**config.mk**
```make
export PLATFORM = sky130hd
export DESIGN_NAME = gray_counter
export DESIGN_NICKNAME = d
export VERILOG_FILES = /design/src/rtl/gray_counter.sv
export SDC_FILE = /design/constraint.sdc
export NUM_CORES = 1
export LEC_CHECK = 0
export ABC_AREA = 1
export BUFFER_PORTS_ARGS = -buffer_cell sky130_fd_sc_hd__buf_4
export CAP_MARGIN = 20
export CORE_AREA = 4 4 41 43
export DETAILED_ROUTE_END_ITERATION = 16
export DIE_AREA = 0 0 45 47
export PLACE_DENSITY = 0.65
export SETUP_SLACK_MARGIN = 0.5
export SKIP_CTS_REPAIR_TIMING = 1
export SLEW_MARGIN = 15
export SYNTH_ARGS = -nofsm -noshare
export SYNTH_HDL_FRONTEND = slang
export SYNTH_SLANG_ARGS = --single-unit
export TNS_END_PERCENT = 30
```
**constraint.sdc**
```tcl
create_clock -name i_CLK -period 1.4 [get_ports i_CLK]
set_input_delay 0.07 -clock i_CLK [delete_from_list [all_inputs] [get_ports i_CLK]]
set_output_delay 0.07 -clock i_CLK [all_outputs]
set_load 0.02 [all_outputs]
```
**src/rtl/gray_counter.sv**
```systemverilog
// -----------------------------------------------------------------------------
// gray_counter
//
// Purpose:
//   Synchronous up/down counter that keeps a binary count and presents both
//   the binary value and its Gray-coded form from registers. Intended to drive
//   clock-domain-crossing pointers, where consumers need a Gray value that
//   changes by exactly one bit per counting step. Also provides a synchronous
//   load, direction control and a one-cycle wrap pulse.
//
// Parameters:
//   SIZE         counter width in bits (2..32)
//   RESET_VALUE  binary value loaded on reset (must fit in SIZE bits)
//
// Ports:
//   i_CLK         in   1     clock, all state updates on the rising edge
//   i_RST         in   1     synchronous reset, active-high
//   i_EN          in   1     count enable, one step per cycle while high
//   i_UP          in   1     direction: 1 = increment, 0 = decrement
//   i_LOAD        in   1     synchronous load of i_LOAD_VALUE
//   i_LOAD_VALUE  in   SIZE  load value (binary, or Gray when the macro below
//                            is defined)
//   o_BIN_OUT     out  SIZE  registered binary count
//   o_GRAY_OUT    out  SIZE  registered Gray form of o_BIN_OUT
//   o_WRAP        out  1     one-cycle pulse after a step that wrapped around
//
// Build option:
//   GRAY_CNT_LOAD_GRAY_EN  when defined, i_LOAD_VALUE is treated as Gray code
//                          and converted to binary before loading, so a remote
//                          Gray pointer can be re-seeded directly. When
//                          undefined, i_LOAD_VALUE is loaded unchanged.
//
// Priority at each edge: reset > load > count enable > hold.
// -----------------------------------------------------------------------------
module gray_counter #(
  parameter int          SIZE        = 4,
  parameter int unsigned RESET_VALUE = 0
) (
  input  logic            i_CLK,
  input  logic            i_RST,
  input  logic            i_EN,
  input  logic            i_UP,
  input  logic            i_LOAD,
  input  logic [SIZE-1:0] i_LOAD_VALUE,
  output logic [SIZE-1:0] o_BIN_OUT,
  output logic [SIZE-1:0] o_GRAY_OUT,
  output logic            o_WRAP
);

  localparam logic [SIZE-1:0] RESET_BIN  = RESET_VALUE[SIZE-1:0];
  localparam logic [SIZE-1:0] RESET_GRAY = RESET_BIN ^ (RESET_BIN >> 1);
  localparam logic [SIZE-1:0] ONE        = {{(SIZE-1){1'b0}}, 1'b1};
  localparam logic [SIZE-1:0] ALL_ONES   = {SIZE{1'b1}};
  localparam logic [SIZE-1:0] ALL_ZEROS  = {SIZE{1'b0}};

  logic [SIZE-1:0] load_bin;
  logic [SIZE-1:0] next_bin;
  logic [SIZE-1:0] next_gray;
  logic            next_wrap;

`ifdef GRAY_CNT_LOAD_GRAY_EN
  // Gray-to-binary: each binary bit is the XOR of all Gray bits at or above
  // it, built MSB-first as a running prefix XOR.
  always_comb begin
    load_bin = '0;
    load_bin[SIZE-1] = i_LOAD_VALUE[SIZE-1];
    for (int k = SIZE - 2; k >= 0; k--) begin
      load_bin[k] = load_bin[k+1] ^ i_LOAD_VALUE[k];
    end
  end
`else
  assign load_bin = i_LOAD_VALUE;
`endif

  // Next count and wrap flag. The wrap flag is only raised by a counting
  // step that crosses the all-ones/all-zeros boundary; a load or hold clears it.
  always_comb begin
    next_bin  = o_BIN_OUT;
    next_wrap = 1'b0;
    if (i_LOAD) begin
      next_bin = load_bin;
    end else if (i_EN) begin
      if (i_UP) begin
        next_bin  = o_BIN_OUT + ONE;
        next_wrap = (o_BIN_OUT == ALL_ONES);
      end else begin
        next_bin  = o_BIN_OUT - ONE;
        next_wrap = (o_BIN_OUT == ALL_ZEROS);
      end
    end
  end

  // Gray bank is derived from the same next value as the binary register,
  // so the two flop banks can never disagree.
  assign next_gray = next_bin ^ (next_bin >> 1);

  always_ff @(posedge i_CLK) begin
    if (i_RST) begin
      o_BIN_OUT  <= RESET_BIN;
      o_GRAY_OUT <= RESET_GRAY;
      o_WRAP     <= 1'b0;
    end else begin
      o_BIN_OUT  <= next_bin;
      o_GRAY_OUT <= next_gray;
      o_WRAP     <= next_wrap;
    end
  end

endmodule

```
==> results.cfg <==
[finish]
drive_gt1_share_pct = 49.4
areaGrowthSynthToFinish_pct = 46.8
layout_common_cells = buf_4, nand2_1, nor2_1
layout_commonest_cell = buf_4
fill_cells = 124
nets = 101
antennaDiodeCount = 0

[critical_path]
critPathCaptureType = flip-flop
crit_arrival_ns = 1.56
crit_fanout = 4
crit_type = flip-flop to flip-flop
startpoint_type = flip-flop
r2r_start = o_BIN_OUT[0]
cp-startpoint = o_BIN_OUT[0]
crit_required_ns = 1.54

[pwr]
peakVddDrop_mv = 0.576
powerDensity_mw_per_mm2 = 955
leakage_uw = 0.000349

[timing]
worst_slack_ns = -0.0148
slew_headroom_pct = 85.4
tightest_slew_ns = 0.219
fin_crit_ns = 1.41
hold_violations = 0
clock_skew_ns = 0.00113
fin_hold_ws_ns = 0.0145
rsz0062_at_grt = true
max_clock_freq_mhz = 707
setup_violations = 1
drv_slew = 0
finalCritPeriodShare_pct = 101

[floorplanning]
die_x_um = 45
die_area_sq_mm = 0.00212
start_util_pct = 37.2
die_h_um = 47
io_pins = 18
fp-row-count = 13
core_area_sq_mm = 0.00130

[drt]
dr_total_vias = 488
drt_iter0_drc = 4
wl_mm = 1.05
vias_per_cell = 4.78
final_antenna_net_count = 0
post_drt_wl_per_cell_um = 10.3
first_pass_iters = 4
drc = 0

[outcome]
violations = negative setup slack
status = finished with violations

[grt]
grt_pass1_wl_mm = 1.59
grt_usage_pct = 10.7
grt_antenna_before_repair = 0
grt_max_degree = 8
grt_pass1_vias = 406
overflow = 0

[placement]
dp_hpwl_um = 845
pre_cts_slack_ns = -0.0173
portBuffers = 17
gp_congestion = 0.779

[yosys]
ys_ff_latch = 8
syn_nets = 77
ys_types = 22
synth_area_sq_um = 484
synthCells = 65
ys_warn_count = 0
synth-seq-area-share_pct = 33.1
synth_area_per_cell_sq_um = 7.45

[clock_tree]
clkTransAtPathRegs_ns = 0.05
h-tree-depth = 1
clkLatencyLatePin_ns = 0.25
cts_tree = done
cts_root_buffer = clkbuf_4
cts.sinks = 8
clockBufferDepth = 2
numCtsBuffers = 3

[hold_path]
worstHoldStart = i_RST
worstHoldPathType = input pin to flip-flop

[flow_run]
drv_cap = 0
-- stage by stage --
| stage | total power, uW | TNS, ns | area, sq um | cells | utilization [%] |
|---|---|---|---|---|---|
| after floorplan | 408 | -0.0180 | 493 | 65 | - |
| after global placement | 492 | -0.0246 | 651 | 99 | 50.0 |
| after detailed placement | 495 | -0.0325 | 651 | 99 | 50.0 |
| after CTS | 669 | -0.0537 | 673 | 102 | 51.7 |
| after global routing | 727 | -0.258 | 711 | 102 | 54.6 |
| final | 678 | -0.0148 | 711 | 102 | 54.6 |
-- final timing paths --
| kind | end | slack [ns] | depth (start not counted) |
|---|---|---|---|
| worst max register to register | o_GRAY_OUT[0] | -0.01 | 5 |
| worst min register to register | o_WRAP | 0.62 | 3 |
| worst min-delay path | o_BIN_OUT[3] | 0.01 | 2 |
| worst max-delay path | o_GRAY_OUT[0] | -0.01 | 5 |
-- Yosys cell counts --
library cell | n | area, sq um
nand2_2 | 2 | 12.5
buf_6 | 1 | 11.3
buf_4 | 1 | 7.51
ha_1 | 2 | 25.0
o21ai_2 | 3 | 26.3
nor2_1 | 8 | 30.0
nand4_1 | 1 | 6.26
dfxtp_1 | 8 | 160
o211ai_1 | 1 | 7.51
fa_1 | 1 | 20.0
nor2_2 | 3 | 18.8
inv_1 | 5 | 18.8
nand3_1 | 3 | 15.0
nand3_2 | 1 | 10.0
nand2_1 | 12 | 45.0
inv_2 | 3 | 11.3
o21ai_0 | 1 | 5.00
xnor2_1 | 1 | 8.76
a21oi_1 | 5 | 25.0
or2_1 | 1 | 6.26
o22a_1 | 1 | 8.76
o21ai_1 | 1 | 5.00
-- layer usage --
| layer | GRT usage, % | routed length, um |
|---|---|---|
| met5 | 0 | 0 |
| met4 | 5.26 | 14 |
| met3 | 4.60 | 80 |
| met2 | 17.5 | 498 |
| met1 | 12.0 | 458 |
-- critical path, stage by stage (launching register included) --
cell and delay (ns):
dfxtp_4 0.34, fa_1 0.49, nand2_1 0.05, o211ai_1 0.09
o21ai_2 0.12, o22a_1 0.22
-- final cells by class --
type / count / area, sq um / share of cell area, %
multi-input combinational: 47 / 294 / 41.4
inverter: 8 / 30.0 / 4.23
timing repair buffer: 21 / 173 / 24.3
sequential: 8 / 173 / 24.3
clock buffer: 3 / 22.5 / 3.17
tap: 15 / 18.8 / 2.64
-- where the power goes --
group          switching [uW]  internal, uW
combinational             128           113
sequential               13.1           250
clock                    76.1          97.9
total                     218           461
-- flip-flops by register name, summed over array words and instances, names as in the netlist --
name and count:
o_GRAY_OUT 3, o_WRAP 1, o_BIN_OUT 4
-- kinds of logic (layout without fill, tap and decap cells) --
group | count (synthesis) | count (layout) | synth area share (%)
XOR/XNOR | 1 | 1 | 1.81
buffers and inverters | 10 | 32 | 10.1
AND/OR/NAND/NOR | 31 | 31 | 29.7
AO/OA/AOI/OAI | 12 | 12 | 16.0
adder cells (fa/ha/maj) | 3 | 3 | 9.30
flip-flops | 8 | 8 | 33.1
Power figures use the tool's default switching activity.
